### config.mk
export PLATFORM = sky130hd
export DESIGN_NAME = alu_seq
export DESIGN_NICKNAME = d
export VERILOG_FILES = /design/src/rtl/alu_pkg.sv /design/src/rtl/alu_mul_iter.sv /design/src/rtl/alu_seq.sv
export SDC_FILE = /design/constraint.sdc
export NUM_CORES = 1
export LEC_CHECK = 0
export BUFFER_PORTS_ARGS = -buffer_cell sky130_fd_sc_hd__buf_2
export CAP_MARGIN = 25
export CORE_ASPECT_RATIO = 0.9
export CORE_MARGIN = 2
export CORE_UTILIZATION = 45
export DETAILED_ROUTE_END_ITERATION = 7
export MAX_ROUTING_LAYER = met4
export PLACE_DENSITY = 0.73
export RECOVER_POWER = 50
export SYNTH_ARGS = -nofsm -noshare
export SYNTH_HDL_FRONTEND = slang
export SYNTH_SLANG_ARGS = --single-unit
### constraint.sdc
create_clock -name clk -period 5.3 [get_ports clk]
set_clock_uncertainty 0.1 [all_clocks]
set_input_delay 0.53 -clock clk [delete_from_list [all_inputs] [get_ports clk]]
set_output_delay 0.53 -clock clk [all_outputs]
set_load 0.02 [all_outputs]
### src/rtl/alu_pkg.sv
// Shared ALU definitions: opcode map, FSM state encoding, flag bundle.
// Latency: n/a (types and constants only).
// Backpressure: n/a. Optional feature macro: ALU_MUL_EN (adds the MUL state).
package alu_pkg;

  // Opcode map, shared with the control unit.
  localparam logic [7:0] OP_NOP   = 8'h00;
  localparam logic [7:0] OP_LDM   = 8'h01;
  localparam logic [7:0] OP_LDV   = 8'h02;
  localparam logic [7:0] OP_STORE = 8'h03;
  localparam logic [7:0] OP_CLR   = 8'h04;
  localparam logic [7:0] OP_ADDM  = 8'h05;
  localparam logic [7:0] OP_ADDV  = 8'h06;
  localparam logic [7:0] OP_SUBM  = 8'h07;
  localparam logic [7:0] OP_SUBV  = 8'h08;
  localparam logic [7:0] OP_NEGM  = 8'h09;
  localparam logic [7:0] OP_NOTM  = 8'h0A;
  localparam logic [7:0] OP_AND   = 8'h0B;
  localparam logic [7:0] OP_OR    = 8'h0C;
  localparam logic [7:0] OP_XOR   = 8'h0D;
  localparam logic [7:0] OP_SHL   = 8'h0E;
  localparam logic [7:0] OP_SHR   = 8'h0F;
  localparam logic [7:0] OP_JMP   = 8'h10;
  localparam logic [7:0] OP_JZ    = 8'h11;
  localparam logic [7:0] OP_JN    = 8'h12;
  localparam logic [7:0] OP_JC    = 8'h13;
  localparam logic [7:0] OP_JV    = 8'h14;
  localparam logic [7:0] OP_MUL   = 8'h15;
  localparam logic [7:0] OP_ROL   = 8'h16;

  // Control FSM states; MUL only exists when the multiplier is built.
  typedef enum logic [1:0] {
    IDLE = 2'd0,
`ifdef ALU_MUL_EN
    MUL  = 2'd2,
`endif
    DONE = 2'd1
  } alu_state_e;

  // Status flags that travel with every result.
  typedef struct packed {
    logic z;
    logic n;
    logic c;
    logic v;
  } alu_flags_t;

  // Flag value while no result has been produced (z == 0).
  localparam alu_flags_t FLAGS_RESET = '{z: 1'b1, n: 1'b0, c: 1'b0, v: 1'b0};

endpackage

### src/rtl/alu_mul_iter.sv
// Iterative unsigned shift-add multiplier, one partial product per cycle.
// Latency: start at edge N, done pulses after edge N+WIDTH with product valid.
// Backpressure: none; product holds until the next start.
module alu_mul_iter #(
  parameter int WIDTH = 8
) (
  input  logic               clk,
  input  logic               rst,
  input  logic               start,
  input  logic [WIDTH-1:0]   a,
  input  logic [WIDTH-1:0]   b,
  output logic               busy,
  output logic               done,
  output logic [2*WIDTH-1:0] product
);

  localparam int CW = $clog2(WIDTH);

  logic [2*WIDTH-1:0] r_mcand;
  logic [2*WIDTH-1:0] r_acc;
  logic [WIDTH-1:0]   r_mplier;
  logic [CW-1:0]      r_cnt;
  logic               r_busy;
  logic               r_done;

  // Load operands on start, then add the shifted multiplicand for each set multiplier bit.
  always_ff @(posedge clk) begin
    if (rst) begin
      r_mcand  <= '0;
      r_acc    <= '0;
      r_mplier <= '0;
      r_cnt    <= '0;
      r_busy   <= 1'b0;
      r_done   <= 1'b0;
    end else begin
      r_done <= 1'b0;
      if (start) begin
        r_mcand  <= {{WIDTH{1'b0}}, a};
        r_mplier <= b;
        r_acc    <= '0;
        r_cnt    <= '0;
        r_busy   <= 1'b1;
      end else if (r_busy) begin
        if (r_mplier[0]) begin
          r_acc <= r_acc + r_mcand;
        end
        r_mcand  <= r_mcand << 1;
        r_mplier <= r_mplier >> 1;
        r_cnt    <= r_cnt + 1'b1;
        if (r_cnt == CW'(WIDTH - 1)) begin
          r_busy <= 1'b0;
          r_done <= 1'b1;
        end
      end
    end
  end

  assign busy    = r_busy;
  assign done    = r_done;
  assign product = r_acc;

endmodule

### src/rtl/alu_seq.sv
// Registered ALU with valid/ready on both sides, carry/overflow flags, optional multiplier.
// Latency: 1 cycle from accept to out_valid; multiply (ALU_MUL_EN) takes WIDTH+1 cycles.
// Backpressure: result and flags hold while out_valid && !out_ready; no accept until consumed.
module alu_seq
  import alu_pkg::*;
#(
  parameter int WIDTH = 8,
  parameter int SHW   = $clog2(WIDTH)
) (
  input  logic             clk,
  input  logic             rst,
  input  logic             in_valid,
  output logic             in_ready,
  input  logic [7:0]       opcode,
  input  logic [WIDTH-1:0] value,
  input  logic [WIDTH-1:0] mdr,
  input  logic [WIDTH-1:0] ac,
  output logic             out_valid,
  input  logic             out_ready,
  output logic [WIDTH-1:0] z,
  output logic             zflag,
  output logic             nflag,
  output logic             cflag,
  output logic             vflag,
  output logic             illegal
);

  alu_state_e       r_state;
  alu_state_e       w_state_nxt;
  logic [WIDTH-1:0] r_z;
  alu_flags_t       r_flags;
  logic             r_illegal;

  logic             w_load_alu;
  logic             w_in_ready;
  logic             w_out_valid;

  // Combinational decode operands and intermediate results.
  logic [SHW-1:0]     w_sh;
  logic [WIDTH-1:0]   w_arith_a;
  logic [WIDTH-1:0]   w_arith_b;
  logic [WIDTH:0]     w_sum;
  logic [WIDTH:0]     w_diff;
  logic [WIDTH:0]     w_shl;
  logic [WIDTH:0]     w_shr;
  logic [2*WIDTH-1:0] w_rol2;
  logic               w_add_v;
  logic               w_sub_v;
  logic [WIDTH-1:0]   w_res;
  logic               w_c;
  logic               w_v;
  logic               w_ill;

  assign w_sh = value[SHW-1:0];

  // Immediate-operand forms use value; memory forms use mdr; negate subtracts from zero.
  assign w_arith_a = (opcode == OP_NEGM) ? '0 : ac;
  assign w_arith_b = (opcode == OP_ADDV || opcode == OP_SUBV) ? value : mdr;

  // One extra bit on the left catches carry/borrow out of the MSB.
  assign w_sum  = {1'b0, w_arith_a} + {1'b0, w_arith_b};
  assign w_diff = {1'b0, w_arith_a} - {1'b0, w_arith_b};

  // Overflow: same-sign add changes sign; different-sign subtract changes minuend's sign.
  assign w_add_v = (w_arith_a[WIDTH-1] == w_arith_b[WIDTH-1]) &&
                   (w_sum[WIDTH-1] != w_arith_a[WIDTH-1]);
  assign w_sub_v = (w_arith_a[WIDTH-1] != w_arith_b[WIDTH-1]) &&
                   (w_diff[WIDTH-1] != w_arith_a[WIDTH-1]);

  // Guard bits on either side keep the last shifted-out bit (0 for a zero shift).
  assign w_shl  = {1'b0, ac} << w_sh;
  assign w_shr  = {ac, 1'b0} >> w_sh;
  // Upper half of a doubled operand shifted left is the left rotation.
  assign w_rol2 = {ac, ac} << w_sh;

  // Opcode decode: result, carry, overflow and illegal for single-cycle operations.
  always_comb begin
    w_res = '0;
    w_c   = 1'b0;
    w_v   = 1'b0;
    w_ill = 1'b0;
    case (opcode)
      OP_LDM: w_res = mdr;
      OP_LDV: w_res = value;
      OP_CLR: w_res = '0;
      OP_ADDM, OP_ADDV: begin
        w_res = w_sum[WIDTH-1:0];
        w_c   = w_sum[WIDTH];
        w_v   = w_add_v;
      end
      OP_SUBM, OP_SUBV, OP_NEGM: begin
        w_res = w_diff[WIDTH-1:0];
        w_c   = w_diff[WIDTH];
        w_v   = w_sub_v;
      end
      OP_NOTM: w_res = ~mdr;
      OP_AND:  w_res = ac & mdr;
      OP_OR:   w_res = ac | mdr;
      OP_XOR:  w_res = ac ^ mdr;
      OP_SHL: begin
        w_res = w_shl[WIDTH-1:0];
        w_c   = w_shl[WIDTH];
      end
      OP_SHR: begin
        w_res = w_shr[WIDTH:1];
        w_c   = w_shr[0];
      end
      OP_ROL: w_res = w_rol2[2*WIDTH-1:WIDTH];
      OP_NOP, OP_STORE, OP_JMP, OP_JZ, OP_JN, OP_JC, OP_JV: w_res = ac;
`ifdef ALU_MUL_EN
      // Result comes from the iterative multiplier, not from this decode.
      OP_MUL: w_res = '0;
`endif
      default: w_ill = 1'b1;
    endcase
  end

`ifdef ALU_MUL_EN
  logic               w_mul_start;
  logic               w_load_mul;
  logic               w_mul_busy;
  logic               w_mul_done;
  logic [2*WIDTH-1:0] w_mul_prod;

  alu_mul_iter #(
    .WIDTH (WIDTH)
  ) u_mul (
    .clk     (clk),
    .rst     (rst),
    .start   (w_mul_start),
    .a       (ac),
    .b       (mdr),
    .busy    (w_mul_busy),
    .done    (w_mul_done),
    .product (w_mul_prod)
  );
`endif

  // Control FSM state register.
  always_ff @(posedge clk) begin
    if (rst) begin
      r_state <= IDLE;
    end else begin
      r_state <= w_state_nxt;
    end
  end

  // Control FSM next state, handshake outputs and result-load strobes.
  always_comb begin
    w_state_nxt = r_state;
    w_load_alu  = 1'b0;
    w_in_ready  = 1'b0;
    w_out_valid = 1'b0;
`ifdef ALU_MUL_EN
    w_mul_start = 1'b0;
    w_load_mul  = 1'b0;
`endif
    case (r_state)
      IDLE: begin
        w_in_ready = 1'b1;
        if (in_valid) begin
`ifdef ALU_MUL_EN
          if (opcode == OP_MUL) begin
            w_mul_start = 1'b1;
            w_state_nxt = MUL;
          end else begin
            w_load_alu  = 1'b1;
            w_state_nxt = DONE;
          end
`else
          w_load_alu  = 1'b1;
          w_state_nxt = DONE;
`endif
        end
      end
`ifdef ALU_MUL_EN
      MUL: begin
        if (w_mul_done && !w_mul_busy) begin
          w_load_mul  = 1'b1;
          w_state_nxt = DONE;
        end
      end
`endif
      DONE: begin
        w_out_valid = 1'b1;
        if (out_ready) begin
          w_state_nxt = IDLE;
        end
      end
      default: w_state_nxt = IDLE;
    endcase
  end

  // Result and flag registers: loaded once per operation, held through backpressure.
  always_ff @(posedge clk) begin
    if (rst) begin
      r_z       <= '0;
      r_flags   <= FLAGS_RESET;
      r_illegal <= 1'b0;
    end else if (w_load_alu) begin
      r_z       <= w_res;
      r_flags   <= '{z: (w_res == '0), n: w_res[WIDTH-1], c: w_c, v: w_v};
      r_illegal <= w_ill;
    end
`ifdef ALU_MUL_EN
    else if (w_load_mul) begin
      r_z       <= w_mul_prod[WIDTH-1:0];
      r_flags   <= '{z: (w_mul_prod[WIDTH-1:0] == '0),
                     n: w_mul_prod[WIDTH-1],
                     c: (|w_mul_prod[2*WIDTH-1:WIDTH]),
                     v: 1'b0};
      r_illegal <= 1'b0;
    end
`endif
  end

  assign in_ready  = w_in_ready;
  assign out_valid = w_out_valid;
  assign z         = r_z;
  assign zflag     = r_flags.z;
  assign nflag     = r_flags.n;
  assign cflag     = r_flags.c;
  assign vflag     = r_flags.v;
  assign illegal   = r_illegal;

endmodule

==> summary.json, run 1 <==
{
  "routed_wl": {"value": 10200, "unit": "µm"},
  "worstPathRequired": {"value": 5.38, "unit": "ns"},
  "layout-drive-gt1-share": {"value": 13.8, "unit": "%"},
  "min_delay_path_depth": {"value": 2},
  "cts_tree": {"value": "yes"},
  "ant_nets": {"value": 0},
  "die-width": {"value": 92.0, "unit": "µm"},
  "routed_via_density": {"value": 6.39},
  "setup_fix_bufs_post_cts": {"value": 0},
  "hold_violations": {"value": 0},
  "grt_antenna_before_repair": {"value": 0},
  "synthesized_area_per_cell": {"value": 7.27, "unit": "µm²"},
  "power.density": {"value": 131, "unit": "nW/µm²"},
  "gpl.final_weighted_congestion": {"value": 0.966},
  "synth_top_flop_cell": {"value": "sky130_fd_sc_hd__dfxtp_1"},
  "finalPower": {"value": 445, "unit": "µW"},
  "worst_ep_arrival_time": {"value": 4.49, "unit": "ns"},
  "detailedPlacementHpwl": {"value": 7970, "unit": "µm"},
  "rr_endpoint": {"value": "zflag$_SDFFE_PP1P_"},
  "multiInputGateArea": {"value": 2570, "unit": "µm²"},
  "globalRouteTotalUtil": {"value": 27.0, "unit": "%"},
  "post_cts_resize_count": {"value": 0},
  "hold_start": {"value": "z[2]$_SDFFE_PP0P_"},
  "outcome": {"value": "complete, no violations"},
  "global_route_wire_length_before_repair": {"value": 16500, "unit": "µm"},
  "total_number_of_clock_tree_sinks": {"value": 13},
  "drc": {"value": 0},
  "clk_transition_reported_paths": {"value": 0.06, "unit": "ns"},
  "max-slew-margin-rel": {"value": 46.4, "unit": "%"},
  "layout.area.seq": {"value": 260, "unit": "µm²"},
  "reg2reg_from": {"value": "r_state[0]$_SDFFE_PP0P_"},
  "most-common-layout-cells": {"value": "sky130_fd_sc_hd__nor2_1, sky130_fd_sc_hd__buf_2, sky130_fd_sc_hd__nand2_1"},
  "ctsHtreeMaxLevel": {"value": 1},
  "async_set_or_reset_register_ratio_after_synthesis": {"value": 0, "unit": "%"},
  "cap_violations": {"value": 0},
  "fraction_of_the_cycle_the_final_worst_path_needs": {"value": 83.1, "unit": "%"},
  "post_synthesis_net_count": {"value": 503},
  "cp-start-kind": {"value": "primary input"},
  "synth_edf_count": {"value": 0},
  "min_period": {"value": 4.40, "unit": "ns"},
  "worst_slew_pin_slew": {"value": 0.801, "unit": "ns"},
  "clock_insertion_delay_worst_skew": {"value": 0.24, "unit": "ns"},
  "critical_path_class": {"value": "in -> reg"},
  "fill_cells": {"value": 695},
  "initial_core_util": {"value": 47.1, "unit": "%"},
  "post_synth_num_cell_types": {"value": 77},
  "max_freq": {"value": 227, "unit": "MHz"},
  "r2r_setup_slack": {"value": 3.08, "unit": "ns"},
  "power_leakage": {"value": 0.00150, "unit": "µW"},
  "setup_viol": {"value": 0},
  "fp.dieH": {"value": 83.2, "unit": "µm"},
  "cts_hold_repair.buffers": {"value": 0},
  "num-nets-final": {"value": 531},
  "layout.cell_area.non_filler": {"value": 3400, "unit": "µm²"},
  "die_outline_area": {"value": 7650, "unit": "µm²"},
  "cts_made_buffers": {"value": 3},
  "syn_area": {"value": 3140, "unit": "µm²"},
  "timing.final.ws_setup": {"value": 0.898, "unit": "ns"},
  "setup-tns-final": {"value": 0, "unit": "ns"},
  "final_common_cell": {"value": "sky130_fd_sc_hd__nor2_1"},
  "num_antenna_cells": {"value": 0},
  "drv_slew": {"value": 0},
  "seq_area_frac_synth": {"value": 8.30, "unit": "%"},
  "worst_ir_drop_on_vdd": {"value": 0.0781, "unit": "mV"},
  "worst_hold_path.endpoint": {"value": "z[2]$_SDFFE_PP0P_"},
  "clock_tree.buffer_depth": {"value": 2},
  "placementRows": {"value": 28},
  "clk_root_buffer_cell": {"value": "sky130_fd_sc_hd__clkbuf_8"},
  "io_pins": {"value": 51},
  "grt_pass1_vias": {"value": 3272},
  "preCtsSetupSlack": {"value": 0.776, "unit": "ns"},
  "cp_max_fo": {"value": 25},
  "synthesis.yosys.warnings": {"value": 0},
  "worstHoldPathType": {"value": "reg -> reg"},
  "syn2layout_area_growth": {"value": 8.54, "unit": "%"},
  "route.detailed.wl_per_inst": {"value": 18.7, "unit": "µm"},
  "route.vias.total": {"value": 3503},
  "syn_inst": {"value": 431},
  "port_buffers": {"value": 50},
  "coreArea": {"value": 6660, "unit": "µm²"},
  "post_synthesis_sequential_element_count": {"value": 13},
  "rsz0062_at_grt": {"value": "no"},
  "grt_start_max_net_pins": {"value": 32},
  "post_place_instance_area": {"value": 3370, "unit": "µm²"},
  "grt_remaining_overflow": {"value": 0},
  "timing.reg2reg.worst_path_depth": {"value": 7},
  "dr_pass1_iterations": {"value": 5},
  "crit_path_end_kind": {"value": "register"},
  "drt_iter0_markers": {"value": 302}
}
==> worst max path at each step <==
| stage | from | end | depth (start not counted) |
|---|---|---|---|
| floorplan | opcode[7] | zflag$_SDFFE_PP1P_ | 17 |
| global placement | opcode[3] | z[7]$_SDFFE_PP0P_ | 14 |
| detailed placement | opcode[3] | zflag$_SDFFE_PP1P_ | 17 |
| CTS | opcode[3] | zflag$_SDFFE_PP1P_ | 17 |
| global route | opcode[3] | zflag$_SDFFE_PP1P_ | 17 |
| finish | opcode[3] | zflag$_SDFFE_PP1P_ | 17 |
==> routing by layer <==
layer	GRT usage [%]	vias to the layer above	wire, µm
met1	36.1	1636	4430
met5	-	-	0
met4	8.68	0	274
met2	42.0	189	4590
li1	-	1652	-
met3	3.90	26	942
==> where the power goes <==
part	switching (µW)	internal, µW	total, µW
clock network	34.6	53.0	87.6
registers	4.18	105	109
logic	156	92.2	248
==> area by class of cell <==
cell class              instances  share of cell area (%)
flip-flops and latches         13                    7.65
well taps                      90                    3.31
repair buffers                 58                    8.60
clock buffers                   4                    1.32
multi-input cells             351                    75.6
inverters                      32                    3.53
==> metrics by stage <==
step	util, %	cells	hold slack (ns)
after global placement	50.6	543	0.352
final	51.1	548	0.364
after global routing	51.1	548	0.388
after floorplan	-	431	0.435
after CTS	51.3	547	0.360
after detailed placement	50.6	543	0.353
==> synth_stat cells (3+ instances only) <==
cell                        instances  area, µm²
sky130_fd_sc_hd__dfxtp_1           13        260
sky130_fd_sc_hd__mux2i_1           18        180
sky130_fd_sc_hd__a31oi_1            4       25.0
sky130_fd_sc_hd__o21bai_1           6       45.0
sky130_fd_sc_hd__a21oi_1           25        125
sky130_fd_sc_hd__nor2_1            37        139
sky130_fd_sc_hd__nand3b_1           5       37.5
sky130_fd_sc_hd__a2111oi_0          5       43.8
sky130_fd_sc_hd__buf_4              4       30.0
sky130_fd_sc_hd__a221oi_1           7       61.3
sky130_fd_sc_hd__nor2b_1            9       56.3
sky130_fd_sc_hd__a211oi_1          16        120
sky130_fd_sc_hd__ha_1              34        425
sky130_fd_sc_hd__nand2_1           35        131
sky130_fd_sc_hd__o211ai_1           3       22.5
sky130_fd_sc_hd__buf_2             16       80.1
sky130_fd_sc_hd__inv_1             32        120
sky130_fd_sc_hd__clkbuf_1          10       37.5
sky130_fd_sc_hd__or4_1              3       22.5
sky130_fd_sc_hd__xnor2_1            8       70.1
sky130_fd_sc_hd__xor2_1             4       35.0
sky130_fd_sc_hd__nand3_1           11       55.1
sky130_fd_sc_hd__o22ai_1            3       18.8
sky130_fd_sc_hd__nand2b_1           4       25.0
sky130_fd_sc_hd__o21ai_0           14       70.1
sky130_fd_sc_hd__nor3_1            14       70.1
sky130_fd_sc_hd__mux2_2             3       33.8
sky130_fd_sc_hd__a21o_1            12       90.1
sky130_fd_sc_hd__a32o_1             3       30.0
sky130_fd_sc_hd__a22oi_1            5       37.5
==> cell families after synthesis <==
family | share of synthesized area (%)
buffers and inverters | 9.66
flip-flops | 8.30
AO/OA/AOI/OAI | 32.2
XOR/XNOR | 3.35
multiplexers | 8.98
adder cells (fa/ha/maj) | 14.8
AND/OR/NAND/NOR | 22.7
==> critical path: stages <==
cell	delay, ns
sky130_fd_sc_hd__buf_2	0.33
sky130_fd_sc_hd__or3b_2	0.55
sky130_fd_sc_hd__a211oi_2	0.20
sky130_fd_sc_hd__buf_4	0.22
sky130_fd_sc_hd__nand2_1	0.07
sky130_fd_sc_hd__o21ai_0	0.21
sky130_fd_sc_hd__ha_1	0.25
sky130_fd_sc_hd__inv_1	0.06
sky130_fd_sc_hd__fa_1	0.45
sky130_fd_sc_hd__xor2_1	0.21
sky130_fd_sc_hd__a211oi_1	0.08
sky130_fd_sc_hd__a21oi_1	0.18
sky130_fd_sc_hd__o221ai_1	0.15
sky130_fd_sc_hd__a211o_1	0.27
sky130_fd_sc_hd__nor4_1	0.35
sky130_fd_sc_hd__and3_1	0.21
sky130_fd_sc_hd__a31o_1	0.15
==> sequential cells by signal, summed over array words and instances, names as in the netlist <==
name,flops
r_state,1
z,8
zflag,1
illegal,1
cflag,1
vflag,1
Note: power is estimated with default switching activity, not from simulation.
==> run 2: changes to the inputs <==
--- a/config.mk
+++ b/config.mk
@@ -12,7 +12,7 @@
 export CORE_UTILIZATION = 45
 export DETAILED_ROUTE_END_ITERATION = 7
 export MAX_ROUTING_LAYER = met4
-export PLACE_DENSITY = 0.73
+export PLACE_DENSITY = 0.75
 export RECOVER_POWER = 50
 export SYNTH_ARGS = -nofsm -noshare
 export SYNTH_HDL_FRONTEND = slang
==> constraint.sdc (replaced) <==
create_clock -name clk -period 3.9 [get_ports clk]
set_clock_uncertainty 0.1 [all_clocks]
set_input_delay 0.39 -clock clk [delete_from_list [all_inputs] [get_ports clk]]
set_output_delay 0.39 -clock clk [all_outputs]
set_load 0.02 [all_outputs]
==> summary.json, run 2 (same netlist as run 1, synthesis figures left out) <==
{
  "outcome": {"value": "complete, no violations"},
  "min_period": {"value": 3.75, "unit": "ns"},
  "routed_wl": {"value": 10600, "unit": "µm", "change": "+3.7%"},
  "hold_violations": {"value": 0, "change": "unchanged"},
  "most-common-layout-cells": {"value": "sky130_fd_sc_hd__buf_2, sky130_fd_sc_hd__nor2_1, sky130_fd_sc_hd__nand2_1, sky130_fd_sc_hd__buf_4, sky130_fd_sc_hd__ha_1"},
  "worstPathCellList": {"value": "buf_2 > or4_1 > a211oi_4 > buf_4 > nor2_1 > a21o_1 > ha_1 > nor3_1 > a2111oi_2 > o21bai_1 > a21oi_1 > xnor2_1 > a221oi_1 > a31o_1"},
  "biggest_cell_delay_along_the_critical_path": {"value": 0.58, "unit": "ns", "change": "+0.03 ns"},
  "drc": {"value": 0, "change": "unchanged"},
  "grt_start_max_net_pins": {"value": 30, "change": "-6.3%"},
  "grt_antenna_before_repair": {"value": 0, "change": "unchanged"},
  "worstPathRequired": {"value": 3.98, "unit": "ns", "change": "-1.40 ns"},
  "power_leakage": {"value": 0.00164, "unit": "µW", "change": "+9.4%"},
  "syn2layout_area_growth": {"value": 15.8, "unit": "%"},
  "globalRouteTotalUtil": {"value": 28.6, "unit": "%", "change": "+1.6 points"},
  "r2r_setup_slack": {"value": 1.99, "unit": "ns", "change": "-1.09 ns"},
  "ant_nets": {"value": 0, "change": "unchanged"},
  "power.density": {"value": 176, "unit": "nW/µm²", "change": "+34%"},
  "finalPower": {"value": 637, "unit": "µW", "change": "+43%"},
  "cts_hold_repair.buffers": {"value": 0, "change": "unchanged"},
  "route.detailed.wl_per_inst": {"value": 18.5, "unit": "µm", "change": "-1.2%"},
  "coreArea": {"value": 6660, "unit": "µm²", "change": "unchanged"},
  "ctsHtreeMaxLevel": {"value": 1, "change": "unchanged"},
  "detailedPlacementHpwl": {"value": 8330, "unit": "µm", "change": "+4.5%"},
  "critPathSlowestCell": {"value": "sky130_fd_sc_hd__or4_1"},
  "global_route_wire_length_before_repair": {"value": 17600, "unit": "µm", "change": "+6.6%"},
  "routed_via_density": {"value": 6.30, "change": "-1.5%"},
  "layout-drive-gt1-share": {"value": 19.6, "unit": "%", "change": "+5.8 points"},
  "die_outline_area": {"value": 7650, "unit": "µm²", "change": "unchanged"},
  "drt_iter0_markers": {"value": 424, "change": "+40%"},
  "cap_violations": {"value": 0, "change": "unchanged"},
  "grt_pass1_vias": {"value": 3552, "change": "+8.6%"},
  "clk_transition_reported_paths": {"value": 0.05, "unit": "ns", "change": "about the same"},
  "postLayoutCoreUtil": {"value": 54.5, "unit": "%", "change": "+3.4 points"},
  "clock_tree.buffer_depth": {"value": 2, "change": "unchanged"},
  "fraction_of_the_cycle_the_final_worst_path_needs": {"value": 96.1, "unit": "%"},
  "crit_path_end_kind": {"value": "register"},
  "final_common_cell": {"value": "sky130_fd_sc_hd__buf_2"},
  "critical_path_class": {"value": "in -> reg"},
  "total_number_of_clock_tree_sinks": {"value": 13, "change": "unchanged"},
  "cp-start-kind": {"value": "primary input"},
  "largest_register_ffs": {"value": 8, "change": "unchanged"},
  "cts_made_buffers": {"value": 3, "change": "unchanged"},
  "max_freq": {"value": 267, "unit": "MHz"},
  "port_buffers": {"value": 50, "change": "unchanged"},
  "worst_ep_arrival_time": {"value": 3.83, "unit": "ns", "change": "-0.66 ns"},
  "setup_viol": {"value": 0, "change": "unchanged"},
  "cts_tree": {"value": "yes"},
  "max-slew-margin-rel": {"value": 58.7, "unit": "%", "change": "+12 points"},
  "initial_core_util": {"value": 47.1, "unit": "%", "change": "unchanged"},
  "route.vias.total": {"value": 3620, "change": "+3.3%"},
  "post_cts_resize_count": {"value": 0, "change": "unchanged"},
  "setup_fix_bufs_post_cts": {"value": 0, "change": "unchanged"},
  "clock_insertion_delay_worst_skew": {"value": 0.24, "unit": "ns", "change": "about the same"},
  "drv_slew": {"value": 0, "change": "unchanged"},
  "fill_cells": {"value": 670, "change": "-3.6%"},
  "worstHoldPathType": {"value": "in -> reg"},
  "placementRows": {"value": 28, "change": "unchanged"},
  "worst_slew_pin_slew": {"value": 0.618, "unit": "ns", "change": "-0.183 ns"},
  "gpl.final_weighted_congestion": {"value": 0.998, "change": "+3.3%"},
  "cp_max_fo": {"value": 13, "change": "-48%"},
  "num_antenna_cells": {"value": 0, "change": "unchanged"},
  "grt_remaining_overflow": {"value": 0, "change": "unchanged"},
  "clk_root_buffer_cell": {"value": "sky130_fd_sc_hd__clkbuf_8"},
  "dr_pass1_iterations": {"value": 5, "change": "unchanged"},
  "fp.dieH": {"value": 83.2, "unit": "µm", "change": "unchanged"},
  "die-width": {"value": 92.0, "unit": "µm", "change": "unchanged"},
  "num-nets-final": {"value": 558, "change": "+5.1%"},
  "io_pins": {"value": 51, "change": "unchanged"},
  "worst_ir_drop_on_vdd": {"value": 0.121, "unit": "mV", "change": "+55%"}
}
==> run 2: cell count changes in the layout (fill, tap and decap cells not counted), sizes merged <==
| cell | delta |
|---|---|
| buf | +29 |
| clkbuf | -2 |
==> run 2: per-stage QoR <==
step	setup TNS (ns)	setup WS (ns)	instance area (µm²)	cells	hold slack [ns]
global route	-0.0229	-0.0229	3630	575	0.249
global placement	-0.120	-0.0657	3590	571	0.349
finish	0	0.151	3630	575	0.236
detailed placement	-0.319	-0.141	3590	571	0.346
floorplan	0	0.000481	3160	431	0.368
CTS	0	0.0882	3640	575	0.229
==> run 2: area by class of cell <==
type / count / area, µm² / area share [%]
Sequential cell: 13 / 260 / 7.17
Tap cell: 90 / 113 / 3.10
Clock buffer: 4 / 45.0 / 1.24
Inverter: 32 / 120 / 3.31
Timing Repair Buffer: 85 / 498 / 13.7
Multi-Input combinational cell: 351 / 2590 / 71.5
==> run 2: layer usage <==
metal / vias to the layer above / GRT usage (%) / share of wire [%] / wire, µm
met5: - / - / 0 / 0
met4: 0 / 7.60 / 2.4 / 256
met3: 25 / 6.72 / 11 / 1160
met2: 219 / 45.5 / 46 / 4860
met1: 1676 / 36.6 / 41 / 4340
li1: 1700 / - / - / -
==> run 2: worst paths after layout <==
check                                        startpoint                      end  depth (start not counted)
worst min register to register        z[1]$_SDFFE_PP0P_        z[1]$_SDFFE_PP0P_                          2
worst max register to register  r_state[0]$_SDFFE_PP0P_       zflag$_SDFFE_PP1P_                          7
worst max-delay path                          opcode[7]       zflag$_SDFFE_PP1P_                         14
worst min-delay path                          out_ready  r_state[0]$_SDFFE_PP0P_                          2
==> run 2: worst max-delay path, delay by kind of cell <==
family	cells	cell delay, ns
AOI/OAI and AO/OA	7	1.88
and+or+nand+nor	3	0.73
adders and majority gates	1	0.38
buffers and inverters	2	0.34
xor gates and xnor gates	1	0.11
==> run 2: power by group <==
group,leakage [µW],internal [µW],switching [µW]
logic,0.00151,147,222
clock network,0.0000228,72.1,48.1
registers,0.000107,142,5.84
total,0.00164,362,276
==> run 3: changes to the inputs <==
--- a/config.mk
+++ b/config.mk
@@ -5,6 +5,7 @@
 export SDC_FILE = /design/constraint.sdc
 export NUM_CORES = 1
 export LEC_CHECK = 0
+export ABC_AREA = 1
 export BUFFER_PORTS_ARGS = -buffer_cell sky130_fd_sc_hd__buf_2
 export CAP_MARGIN = 25
 export CORE_ASPECT_RATIO = 0.9
@@ -14,6 +15,7 @@
 export MAX_ROUTING_LAYER = met4
 export PLACE_DENSITY = 0.75
 export RECOVER_POWER = 50
+export REMOVE_ABC_BUFFERS = 1
 export SYNTH_ARGS = -nofsm -noshare
 export SYNTH_HDL_FRONTEND = slang
 export SYNTH_SLANG_ARGS = --single-unit
==> summary.json, run 3 <==
{
  "globalRouteTotalUtil": {"value": 26.9, "unit": "%", "change": "-1.8 points"},
  "setup-tns-final": {"value": 0, "unit": "ns", "change": "unchanged"},
  "cap_violations": {"value": 0, "change": "unchanged"},
  "fill_cells": {"value": 793, "change": "+18%"},
  "layout.cell_area.non_filler": {"value": 3630, "unit": "µm²", "change": "-0.10%"},
  "timing.reg2reg.worst_path_depth": {"value": 7, "change": "unchanged"},
  "max_freq": {"value": 297, "unit": "MHz", "change": "+11%"},
  "total_number_of_clock_tree_sinks": {"value": 13, "change": "unchanged"},
  "share_clk_of_total_power": {"value": 20.3, "unit": "%", "change": "+1.4 points"},
  "cp_max_fo": {"value": 11, "change": "-2"},
  "detailedPlacementHpwl": {"value": 8660, "unit": "µm", "change": "+3.9%"},
  "largest_register_ffs": {"value": 8, "change": "unchanged"},
  "synthesis.yosys.warnings": {"value": 0, "change": "unchanged"},
  "routed_wl": {"value": 10500, "unit": "µm", "change": "-0.74%"},
  "fraction_of_the_cycle_the_final_worst_path_needs": {"value": 86.3, "unit": "%", "change": "-9.9 points"},
  "post_synthesis_sequential_element_count": {"value": 13, "change": "unchanged"},
  "placementRows": {"value": 29, "change": "+3.6%"},
  "internal-power": {"value": 316, "unit": "µW", "change": "-13%"},
  "netSwitchingFraction": {"value": 46.0, "unit": "%", "change": "+2.7 points"},
  "die_outline_area": {"value": 8050, "unit": "µm²", "change": "+5.1%"},
  "maxUsedRoutingLayer": {"value": "met4"},
  "grt_antenna_before_repair": {"value": 0, "change": "unchanged"},
  "fp.dieH": {"value": 85.3, "unit": "µm", "change": "+2.5%"},
  "hold_violations": {"value": 0, "change": "unchanged"},
  "clock_insertion_delay_worst_skew": {"value": 0.24, "unit": "ns", "change": "about the same"},
  "synth_top_cell_area_share": {"value": 24.0, "unit": "%", "change": "+10 points"},
  "critPathLaunch": {"value": "opcode[0]"},
  "critical_path_class": {"value": "in -> reg"},
  "global_route_wire_length_before_repair": {"value": 17000, "unit": "µm", "change": "-3.1%"},
  "hold_start": {"value": "rst"},
  "grt_pass1_vias": {"value": 3609, "change": "+1.6%"},
  "power.density": {"value": 161, "unit": "nW/µm²", "change": "-8.3%"},
  "synth_edf_count": {"value": 0, "change": "unchanged"},
  "port_buffers": {"value": 50, "change": "unchanged"},
  "rr_endpoint": {"value": "illegal$_SDFFE_PP0P_"},
  "routed_via_density": {"value": 5.39, "change": "-14%"},
  "fraction_of_the_mapped_netlist_area_in_compound_gates": {"value": 10.5, "unit": "%", "change": "-22 points"},
  "grt_start_max_net_pins": {"value": 34, "change": "+13%"},
  "worst_ir_drop_on_vdd": {"value": 0.282, "unit": "mV", "change": "+130%"},
  "max-slew-margin-rel": {"value": 58.7, "unit": "%", "change": "about the same"},
  "coreArea": {"value": 7080, "unit": "µm²", "change": "+6.3%"},
  "min_period": {"value": 3.36, "unit": "ns", "change": "-0.384 ns"},
  "post_synth_num_cell_types": {"value": 40, "change": "-48%"},
  "drc": {"value": 0, "change": "unchanged"},
  "post_synth_most_frequent_cells": {"value": "sky130_fd_sc_hd__nand2_1, sky130_fd_sc_hd__nand3_1, sky130_fd_sc_hd__inv_1"},
  "r2r_setup_slack": {"value": 2.14, "unit": "ns", "change": "+0.15 ns"},
  "syn2layout_area_growth": {"value": 9.73, "unit": "%"},
  "wl_met1": {"value": 4760, "unit": "µm", "change": "+9.6%"},
  "route.vias.total": {"value": 4044, "change": "+12%"},
  "synthesized_area_per_cell": {"value": 5.36, "unit": "µm²", "change": "-26%"},
  "worstPathRequired": {"value": 3.99, "unit": "ns", "change": "about the same"},
  "worstHoldPathType": {"value": "in -> reg"},
  "crit_path_end_kind": {"value": "register"},
  "worst_hold_path.endpoint": {"value": "illegal$_SDFFE_PP0P_"},
  "post-synth-top-count-cell": {"value": "sky130_fd_sc_hd__nand2_1"},
  "timing.final.ws_setup": {"value": 0.536, "unit": "ns", "change": "+0.384 ns"},
  "power.share.sequential": {"value": 25.5, "unit": "%", "change": "+2.2 points"},
  "clock_tree.buffer_depth": {"value": 2, "change": "unchanged"},
  "post_cts_resize_count": {"value": 0, "change": "unchanged"},
  "cts_made_buffers": {"value": 3, "change": "unchanged"},
  "die-width": {"value": 94.3, "unit": "µm", "change": "+2.5%"},
  "wl_met2": {"value": 4820, "unit": "µm", "change": "-0.70%"},
  "layout.area.seq": {"value": 260, "unit": "µm²", "change": "unchanged"},
  "io_pins": {"value": 51, "change": "unchanged"},
  "syn_inst": {"value": 617, "change": "+43%"},
  "reg2reg_from": {"value": "r_state[0]$_SDFFE_PP0P_"},
  "setup_fix_bufs_post_cts": {"value": 0, "change": "unchanged"},
  "ctsHtreeMaxLevel": {"value": 1, "change": "unchanged"},
  "worst_ep_arrival_time": {"value": 3.45, "unit": "ns", "change": "-0.38 ns"},
  "post_synthesis_share_of_cell_area_spent_on_full_adders_half_adders_and_majority_gates": {"value": 14.1, "unit": "%", "change": "-0.76 points"},
  "dr_wl_met3": {"value": 818, "unit": "µm", "change": "-29%"},
  "cp-start-kind": {"value": "primary input"},
  "synth_area_leaders": {"value": "sky130_fd_sc_hd__nand2_1, sky130_fd_sc_hd__nand3_1, sky130_fd_sc_hd__ha_1"},
  "syn_area": {"value": 3300, "unit": "µm²", "change": "+5.4%"},
  "combinational_share_of_power": {"value": 54.2, "unit": "%", "change": "-3.7 points"},
  "gpl.final_weighted_congestion": {"value": 0.963, "change": "-3.5%"},
  "p_switching": {"value": 268, "unit": "µW", "change": "-2.7%"},
  "main_combinational_cell_family_by_area_after_synthesis": {"value": "simple AND/OR/NAND/NOR gates"},
  "dr_pass1_iterations": {"value": 5, "change": "unchanged"},
  "worst_slew_pin_slew": {"value": 0.619, "unit": "ns", "change": "+0.00118 ns"},
  "preCtsSetupSlack": {"value": 0.350, "unit": "ns", "change": "+0.490 ns"},
  "finalPower": {"value": 584, "unit": "µW", "change": "-8.4%"},
  "route.detailed.wl_per_inst": {"value": 14.0, "unit": "µm", "change": "-24%"},
  "num-nets-final": {"value": 730, "change": "+31%"},
  "power_leakage": {"value": 0.00205, "unit": "µW", "change": "+25%"},
  "holdWs": {"value": 0.261, "unit": "ns", "change": "+0.0250 ns"},
  "setup_viol": {"value": 0, "change": "unchanged"},
  "post_place_instance_area": {"value": 3600, "unit": "µm²", "change": "about the same"},
  "drt_iter0_markers": {"value": 362, "change": "-15%"},
  "rsz0062_at_grt": {"value": "no"},
  "layout-drive-gt1-share": {"value": 12.6, "unit": "%", "change": "-7.0 points"},
  "initial_core_util": {"value": 46.7, "unit": "%", "change": "-0.40 points"},
  "num_antenna_cells": {"value": 0, "change": "unchanged"},
  "synthXorXnorAreaFrac": {"value": 0.795, "unit": "%", "change": "-2.6 points"},
  "grt_remaining_overflow": {"value": 0, "change": "unchanged"},
  "drv_slew": {"value": 0, "change": "unchanged"},
  "most-common-layout-cells": {"value": "sky130_fd_sc_hd__nand2_1, sky130_fd_sc_hd__nand3_1, sky130_fd_sc_hd__inv_1"},
  "async_set_or_reset_register_ratio_after_synthesis": {"value": 0, "unit": "%", "change": "unchanged"},
  "area_fraction_in_and_or_nand_and_nor_cells_after_synthesis": {"value": 54.4, "unit": "%", "change": "+32 points"},
  "synth_top_flop_cell": {"value": "sky130_fd_sc_hd__dfxtp_1"},
  "min_delay_path_depth": {"value": 2, "change": "unchanged"},
  "outcome": {"value": "complete, no violations"},
  "ant_nets": {"value": 0, "change": "unchanged"},
  "yosys.area.top_type": {"value": "sky130_fd_sc_hd__nand2_1"},
  "cts_hold_repair.buffers": {"value": 0, "change": "unchanged"},
  "seq_area_frac_synth": {"value": 7.88, "unit": "%", "change": "-0.42 points"},
  "cts_tree": {"value": "yes"},
  "final_common_cell": {"value": "sky130_fd_sc_hd__nand2_1"},
  "synth.mux.area_fraction": {"value": 0, "unit": "%", "change": "-9.0 points"},
  "clk_root_buffer_cell": {"value": "sky130_fd_sc_hd__clkbuf_8"},
  "multiInputGateArea": {"value": 2640, "unit": "µm²", "change": "+1.7%"},
  "clk_transition_reported_paths": {"value": 0.06, "unit": "ns", "change": "about the same"}
}
==> run 3: cell types whose count changed in the layout (fill, tap and decap cells not counted), sizes merged, moves of 8 or more <==
cell,before,now
nand2,35,223
nand3,11,89
inv,32,81
buf,73,38
nor2,38,70
mux2i,18,0
a211oi,17,1
a21o,13,0
a21oi,26,15
nor3,15,5
nand4,2,11
nor2b,9,0
o21ai,15,23
==> run 3: worst max-delay path, stage by stage <==
cell                      delay [ns]
sky130_fd_sc_hd__buf_2          0.16
sky130_fd_sc_hd__inv_2          0.08
sky130_fd_sc_hd__nand2_2        0.11
sky130_fd_sc_hd__nor2_1         0.07
sky130_fd_sc_hd__nand2_1        0.12
sky130_fd_sc_hd__nand2_1        0.22
sky130_fd_sc_hd__buf_4          0.24
sky130_fd_sc_hd__o21ai_0        0.40
sky130_fd_sc_hd__inv_1          0.16
sky130_fd_sc_hd__fa_1           0.48
sky130_fd_sc_hd__nand3_1        0.13
sky130_fd_sc_hd__nand2_1        0.08
sky130_fd_sc_hd__nand2_1        0.07
sky130_fd_sc_hd__nand2_1        0.05
sky130_fd_sc_hd__nand2_1        0.06
sky130_fd_sc_hd__nand2_1        0.07
sky130_fd_sc_hd__inv_1          0.06
sky130_fd_sc_hd__nand3_1        0.05
sky130_fd_sc_hd__nor2_1         0.14
sky130_fd_sc_hd__nand2_1        0.07
sky130_fd_sc_hd__nor2_1         0.10
sky130_fd_sc_hd__nand3_1        0.09
sky130_fd_sc_hd__nand2_1        0.06
==> run 3: cells by family after synthesis <==
kind of cell	count (synthesis)
AND/OR/NAND/NOR	407
buffers and inverters	100
AO/OA/AOI/OAI	58
adder cells (fa/ha/maj)	36
flip-flops	13
XOR/XNOR	3
==> run 3: power by group through the flow <==
| stage | combinational (µW) | sequential (µW) | clock (µW) |
|---|---|---|---|
| after global routing | 355 | 150 | 129 |
| after floorplan | 197 | 164 | 0 |
| after detailed placement | 312 | 151 | 0 |
| after CTS | 315 | 148 | 121 |
| after global placement | 308 | 151 | 0 |
| final | 317 | 149 | 118 |
==> run 3: worst max-delay path by stage <==
| stage | cells after the start | to |
|---|---|---|
| floorplan | 23 | zflag$_SDFFE_PP1P_ |
| global placement | 19 | z[6]$_SDFFE_PP0P_ |
| detailed placement | 24 | zflag$_SDFFE_PP1P_ |
| CTS | 24 | zflag$_SDFFE_PP1P_ |
| global route | 24 | zflag$_SDFFE_PP1P_ |
| finish | 23 | zflag$_SDFFE_PP1P_ |
==> run 3: layout make-up <==
cell class,count,share of cell area [%]
Multi-Input combinational cell,504,72.7
Inverter,84,8.76
Sequential cell,13,7.18
Timing Repair Buffer,52,6.83
Tap cell,93,3.21
Clock buffer,3,1.14
Clock inverter,1,0.138
==> run 3: per-stage QoR <==
step / util, % / std cells
after floorplan: - / 601
after global placement: 50.8 / 746
after detailed placement: 50.8 / 746
after CTS: 51.5 / 750
after global routing: 51.2 / 750
final: 51.2 / 750
==> run 3: layer usage <==
metal,up-vias,global-route usage (%)
met4,0,3.95
li1,2058,-
met3,16,2.04
met5,-,-
met2,165,43.4
met1,1805,37.5
